$ cat config.mk
export PLATFORM = sky130hd
export DESIGN_NAME = mul_share_arb
export DESIGN_NICKNAME = d
export VERILOG_FILES = /design/src/rtl/mul_share_arb.sv
export SDC_FILE = /design/constraint.sdc
export NUM_CORES = 1
export LEC_CHECK = 0
export BUFFER_PORTS_ARGS = -buffer_cell sky130_fd_sc_hd__buf_2
export CORE_MARGIN = 3
export CORE_UTILIZATION = 25
export CTS_BUF_LIST = sky130_fd_sc_hd__clkbuf_4 sky130_fd_sc_hd__clkbuf_8 sky130_fd_sc_hd__clkbuf_16
export CTS_CLUSTER_SIZE = 10
export DETAILED_ROUTE_END_ITERATION = 7
export PLACE_DENSITY = 0.51
export SLEW_MARGIN = 25
export SYNTH_ARGS = -nofsm -noshare
export SYNTH_HDL_FRONTEND = slang
export SYNTH_SLANG_ARGS = --single-unit
export TNS_END_PERCENT = 5
$ cat constraint.sdc
create_clock -name clk -period 1.65 [get_ports clk]
set_input_delay 0.0825 -clock clk [delete_from_list [all_inputs] [get_ports clk]]
set_output_delay 0.0825 -clock clk [all_outputs]
set_load 0.01 [all_outputs]
$ cat src/rtl/mul_share_arb.sv
// mul_share_arb
// Shares one external combinational 4x4 multiplier between two requesters.
// Requests are granted round-robin. The operands are held on the multiplier
// for SETTLE_CYCLES cycles. The product is then captured and returned with
// the requester ID over a backpressured response channel.
//
// Ports
//   clk, rst_n            : clock (rising edge), async active-low reset
//   req0_valid/_a/_b      : requester 0 operand handshake (in)
//   req0_ready            : requester 0 accepted this cycle (out)
//   req1_*                : same for requester 1
//   mul_a, mul_b          : operands driven to the shared multiplier (out)
//   mul_p                 : product from the shared multiplier (in)
//   rsp_valid/_p/_id      : response channel (out)
//   rsp_ready             : response consumer accepts (in)
//   busy                  : high whenever the FSM is not idle (out)
//   op_count              : completed responses, wraps at 256 (out)
module mul_share_arb #(
  parameter int unsigned SETTLE_CYCLES = 2
) (
  input  logic       clk,
  input  logic       rst_n,
  input  logic       req0_valid,
  input  logic [3:0] req0_a,
  input  logic [3:0] req0_b,
  output logic       req0_ready,
  input  logic       req1_valid,
  input  logic [3:0] req1_a,
  input  logic [3:0] req1_b,
  output logic       req1_ready,
  output logic [3:0] mul_a,
  output logic [3:0] mul_b,
  input  logic [7:0] mul_p,
  output logic       rsp_valid,
  output logic [7:0] rsp_p,
  output logic       rsp_id,
  input  logic       rsp_ready,
  output logic       busy,
  output logic [7:0] op_count
);

  localparam logic [1:0] ST_IDLE   = 2'd0;
  localparam logic [1:0] ST_SETTLE = 2'd1;
  localparam logic [1:0] ST_RESP   = 2'd2;

  localparam logic [3:0] CNT_LOAD = 4'(SETTLE_CYCLES - 1);

  logic [1:0] state_q, state_d;
  // Requester granted most recently; it doubles as the ID of the in-flight op.
  logic       last_grant_q, last_grant_d;
  logic [3:0] op_a_q, op_a_d;
  logic [3:0] op_b_q, op_b_d;
  logic [3:0] cnt_q, cnt_d;
  logic       rsp_valid_q, rsp_valid_d;
  logic [7:0] rsp_p_q, rsp_p_d;
  logic       rsp_id_q, rsp_id_d;
  logic [7:0] op_count_q, op_count_d;

  logic       grant_vld_s;
  logic       grant_id_s;
  logic       accept_s;

  // Round-robin arbitration: on a tie the requester not granted last wins.
  always_comb begin
    grant_vld_s = 1'b0;
    grant_id_s  = 1'b0;
    if (req0_valid && req1_valid) begin
      grant_vld_s = 1'b1;
      grant_id_s  = ~last_grant_q;
    end else if (req0_valid) begin
      grant_vld_s = 1'b1;
      grant_id_s  = 1'b0;
    end else if (req1_valid) begin
      grant_vld_s = 1'b1;
      grant_id_s  = 1'b1;
    end else begin
      grant_vld_s = 1'b0;
      grant_id_s  = 1'b0;
    end
  end

  // rst_n gates the readys so nothing looks accepted while reset is held.
  assign accept_s   = rst_n && (state_q == ST_IDLE) && grant_vld_s;
  assign req0_ready = accept_s && !grant_id_s;
  assign req1_ready = accept_s && grant_id_s;

  // FSM next-state and datapath next-values.
  always_comb begin
    state_d      = state_q;
    last_grant_d = last_grant_q;
    op_a_d       = op_a_q;
    op_b_d       = op_b_q;
    cnt_d        = cnt_q;
    rsp_valid_d  = rsp_valid_q;
    rsp_p_d      = rsp_p_q;
    rsp_id_d     = rsp_id_q;
    op_count_d   = op_count_q;
    case (state_q)
      ST_IDLE: begin
        if (accept_s) begin
          op_a_d       = grant_id_s ? req1_a : req0_a;
          op_b_d       = grant_id_s ? req1_b : req0_b;
          last_grant_d = grant_id_s;
          cnt_d        = CNT_LOAD;
          state_d      = ST_SETTLE;
        end else begin
          state_d = ST_IDLE;
        end
      end
      ST_SETTLE: begin
        // The count reaching zero means the operands have been stable
        // for SETTLE_CYCLES full cycles, so mul_p is safe to sample.
        if (cnt_q == 4'd0) begin
          rsp_p_d     = mul_p;
          rsp_id_d    = last_grant_q;
          rsp_valid_d = 1'b1;
          state_d     = ST_RESP;
        end else begin
          cnt_d = cnt_q - 4'd1;
        end
      end
      ST_RESP: begin
        if (rsp_valid_q && rsp_ready) begin
          rsp_valid_d = 1'b0;
          op_count_d  = op_count_q + 8'd1;
          state_d     = ST_IDLE;
        end else begin
          state_d = ST_RESP;
        end
      end
      default: begin
        rsp_valid_d = 1'b0;
        state_d     = ST_IDLE;
      end
    endcase
  end

  // State and datapath registers; last_grant resets to 1 so requester 0 wins first.
  always_ff @(posedge clk or negedge rst_n) begin
    if (!rst_n) begin
      state_q      <= ST_IDLE;
      last_grant_q <= 1'b1;
      op_a_q       <= 4'd0;
      op_b_q       <= 4'd0;
      cnt_q        <= 4'd0;
      rsp_valid_q  <= 1'b0;
      rsp_p_q      <= 8'd0;
      rsp_id_q     <= 1'b0;
      op_count_q   <= 8'd0;
    end else begin
      state_q      <= state_d;
      last_grant_q <= last_grant_d;
      op_a_q       <= op_a_d;
      op_b_q       <= op_b_d;
      cnt_q        <= cnt_d;
      rsp_valid_q  <= rsp_valid_d;
      rsp_p_q      <= rsp_p_d;
      rsp_id_q     <= rsp_id_d;
      op_count_q   <= op_count_d;
    end
  end

  // The operand registers stay on the multiplier in IDLE as well.
  assign mul_a     = op_a_q;
  assign mul_b     = op_b_q;
  assign rsp_valid = rsp_valid_q;
  assign rsp_p     = rsp_p_q;
  assign rsp_id    = rsp_id_q;
  assign busy      = (state_q != ST_IDLE);
  assign op_count  = op_count_q;

endmodule

; Yosys cells after proc, flatten, opt, wreduce, memory -nomap -nowiden
; Index checks and enable logic that the tools add are counted.
[totals]
elab_cells = 52
register_bits = 33
input_bits = 29
out_inout_bits = 29
[classes]
n_reduce_logical = 16
n_eq_ne = 6
muxes = 17
add_sub_neg = 2
n_bitwise = 2
[ops]
columns = cell, count
row1 = two-way mux 4 bit, 4
row2 = "adder 8 x 1 -> 8 bit, second input constant", 1
row3 = two-way mux 1 bit, 8
row4 = "inequality test 2 bit, second input constant", 4
row5 = case mux 4 bit (2 select lines), 1
row6 = logical AND 1 bit, 6
row7 = case mux 2 bit (3 select lines), 1
row8 = AND reduction 2 bit, 3
row9 = AND reduction 3 bit, 2
row10 = logical NOT 4 bit, 1
row11 = two-way mux 2 bit, 2
row12 = nonzero test 2 bit, 2
row13 = "subtractor 4 x 1 -> 4 bit, second input constant", 1
row14 = case mux 1 bit (3 select lines), 1
row15 = "equality test 2 x 1 -> 1 bit, second input constant", 1
row16 = "equality test 2 bit, second input constant", 1
row17 = logical NOT 2 bit, 1
row18 = inverter 1 bit, 2
row19 = logical NOT 1 bit, 1

; Logic depth before layout (Yosys ltp)
[logic_depth]
ltp_word = 6
depth_mapped = 5
mapped_depth_nobuf = 5

; Worst setup path before layout
; OpenSTA, ideal clock, no wires.
[synth_timing]
path_type = register to register
start = register state_q[1]
end = register op_a_q[0], in the netlist mul_a[0]
path_buffers = 1
setup_ns = 0.125
synth_period_minus_slack_ns = 1.669
stages_incl_launch_ff = 5
t_required_ns = 1.525
arrival_time_ns = 1.545
path_slack_ns = -0.019
path_cell_list = dfrtp_1 -> or3b_2 -> nor2_1 -> buf_4 -> mux2_2
[synth_via]
elab_chain_len = 4
[synth_lines]
columns = item, line
row1 = "start, declared", 48  ; logic [1:0] state_q, state_d;
row2 = "start signal, assigned", 151  ; state_q <= state_d;
row3 = logical NOT 2 bit *, "83, 98"
row4 = logical AND 1 bit (2 in series), 83  ; assign accept_s = rst_n && (state_q == ST_IDLE) && grant_vld_s;
row5 = AND reduction 2 bit (no line) *, --
row6 = "end signal, assigned", 153  ; op_a_q <= op_a_d;
row7 = "end, declared", 51  ; logic [3:0] op_a_q, op_a_d;
; Every way passes the cells marked *; elsewhere a longest branch is shown, timed or not.
; A chain may end at the register's enable or synchronous reset.

; Worst setup path after layout
[layout_timing]
start = register state_q[1]
end = output port req1_ready
[layout_via]
elab_chain_len = 4
[layout_lines]
columns = item, line
row1 = logical NOT 2 bit, 83
row2 = logical AND 1 bit (2 in series), 83
row3 = logical AND 1 bit, 85  ; assign req1_ready = accept_s && grant_id_s;
row4 = "end, declared", 30  ; output logic req1_ready,
; Every way passes these cells.

==> reports/results.ini <==
[sta]
slew_viol_final=0
skew_ns=0.00296
setup_viol_count_final=1
max_freq_ghz=0.605
worst_slack_ns=-0.00274
rsz0062_at_grt=true
hold_viol=0
tightest_slew_ns=0.406
finalCritPeriodShare_pct=100
min_period_ns=1.65
relSlewSlack_pct=72.8

[detailed_routing]
drt_iter0_markers=25
drc=0
wl_per_cell_um=12.7
routed_via_density=4.23
routed_wl_um=3540
dr.pass1.iters=4
postRouteAntennaNets=0
vias=1181

[finish]
drive_gt1_share_pct=62.7
layout_common_cells=buf_2 (56), dfrtp_1 (31), mux2_2 (20)
synthToLayoutAreaGrowth_pct=44.5
final_cells=279
stdcell_area_sq_um=2250
diodes=0
finish.utilization_pct=37.6
final_common_cell=buf_2
num-nets-final=235

[floorplanning]
initial_core_util_pct=26.0
coreArea_sq_um=5990
ios=58
die_x_um=84.9
die_area_sq_um=7210
chipHeight_um=84.9
rows=28

[setup_path]
crit_arrival_ns=1.57
slowest_delay_ns=0.43
start_kind=flip-flop
crit_family=simple AND/OR/NAND/NOR gates
worstPathRequired_ns=1.57
crit_fanout=3
cp-end-kind=output port
path_class=flip-flop to output port
cp_common_cell=buf_6
cp_slowest_cell=or3b_4
cp_cell_sequence=or3b_4, nor2_4, buf_6, and2_4, buf_6
cp_num_buf_inv=2

[placed_design]
placed_area_sq_um=2030
port_buffers=57
dp.cells=263
gp_congestion=0.749
dp_hpwl_um=2470
pre_cts_slack_ns=-0.0504

[yosys]
yosys_most_used_dff=dfrtp_1
synth-async-reset-ratio_pct=100
synth.cell_area_sq_um=1560
synth_edf_count=0
ys_warn_count=0
syn_inst=119
synth_seq_cells=33
yosysSeqAreaShare_pct=53.1
post_synth.cell_area_avg_sq_um=13.1
syn_nets=151
synth.distinct_cells=31

[grt]
antenna_found_initial=0
grt_max_degree=33
grtUsageTotal_pct=10.7
grt_overflow=0
grt_pass1_wl_um=6150
grt_pass1_vias=1232

[clocking]
clockBufferDepth=2
numCtsBuffers=5
cts.sinks=33
cts_tree=yes
worstSkewPairLatency_ns=0.28
cts_htree_levels=2
clk_pin_slew_ns=0.07
root_buffer=clkbuf_8

[hold_path]
hold_class=primary input to flip-flop

[power]
vdd_drop_max_mv=0.576
leakage_nw=1.15
power_density_nw_per_um2=1680
power_w=0.00378

[run]
max-cap-violations=0

[run_status]
violations=negative setup slack
status=finished, violations left

## worst register-to-register path, delay by kind of cell, from the launching register on
family / cells / cell delay [ns]
and+or+nand+nor: 2 / 0.54
buffers and inverters: 2 / 0.24
DFF: 1 / 0.42
muxes: 1 / 0.33
## through the flow
| stage | setup TNS [ns] | hold WS (ns) |
|---|---|---|
| floorplan | -0.166 | -0.213 |
| global placement | -0.181 | 0.193 |
| detailed placement | -0.522 | 0.191 |
| CTS | -0.256 | 0.0129 |
| global route | -0.767 | 0.0130 |
| finish | -0.00274 | 0.0294 |
## kinds of logic (layout without fill, tap and decap cells)
group,count (synthesis),after routing,share of synthesized area (%)
flip-flops,33,33,53.1
AND/OR/NAND/NOR,31,31,11.6
multiplexers,29,29,22.8
AO/OA/AOI/OAI,9,9,3.70
XOR/XNOR,7,7,3.94
buffers and inverters,7,92,2.41
adder cells (fa/ha/maj),3,3,2.41
## worst paths after layout
check / startpoint / endpoint / slack (ns) / depth (start not counted)
max: state_q[1]$_DFFE_PN0P_ / req1_ready / -0.003 / 5
min: mul_p[3] / rsp_p[3]$_DFFE_PN0P_ / 0.03 / 2
max reg2reg: state_q[1]$_DFFE_PN0P_ / mul_b[0]$_DFFE_PN0P_ / 0.01 / 5
min reg2reg: op_count[7]$_DFFE_PN0P_ / op_count[7]$_DFFE_PN0P_ / 0.47 / 1
max in group asynchronous: rst_n / state_q[1]$_DFFE_PN0P_ / 0.94 / 4
min in group asynchronous: rst_n / last_grant_q$_DFFE_PN1P_ / 0.50 / 3
## where the power goes
part           internal [W]  switching [W]  total, W  leakage [nW]
combinational       0.00103       0.000727   0.00176         0.691
sequential          0.00115       0.000201   0.00135         0.407
clock              0.000377       0.000298  0.000675        0.0542
## Yosys cell counts, drive strengths merged (2+ instances only)
master,number,area (sq um)
o21ai,2,10.0
a21oi,3,15.0
nor3,3,15.0
dfrtp,32,801
or3b,2,17.5
xor2,6,52.6
nand2,4,15.0
inv,4,15.0
mux2,28,345
ha,3,37.5
nor2,8,30.0
nand3,5,25.0
buf,2,18.8
nand4b,2,17.5
## per-layer routing
metal	GRT usage [%]	up-vias	part of all wire [%]
met2	15.1	53	43
met4	3.02	0	0.91
met3	4.17	4	9.0
li1	-	589	-
met5	0	-	0
met1	15.3	535	47
## flip-flops by register name, indices dropped and copies added (netlist names)
| name | count |
|---|---|
| cnt_q | 4 |
| last_grant_q | 1 |
| mul_a | 4 |
| mul_b | 4 |
| op_count | 8 |
| rsp_id | 1 |
| rsp_p | 8 |
| rsp_valid | 1 |
| state_q | 2 |
## final cells by class
class / count / area [sq um]
clock buffers: 7 / 96.3
well taps: 75 / 93.8
clock inverters: 1 / 5.00
repair buffers: 80 / 487
fillers: 594 / 3740
flip-flops and latches: 33 / 828
multi-input cells: 79 / 724
inverters: 4 / 15.0
## timing repair
action,CTS,global route
setup buffers,4,2
gates resized for setup,11,3
pin swaps,3,3
endpoints found under the setup margin,22,22
hold buffers,2,0
endpoints found under the hold margin,32,0
Note: power is estimated with default switching activity, not from simulation.
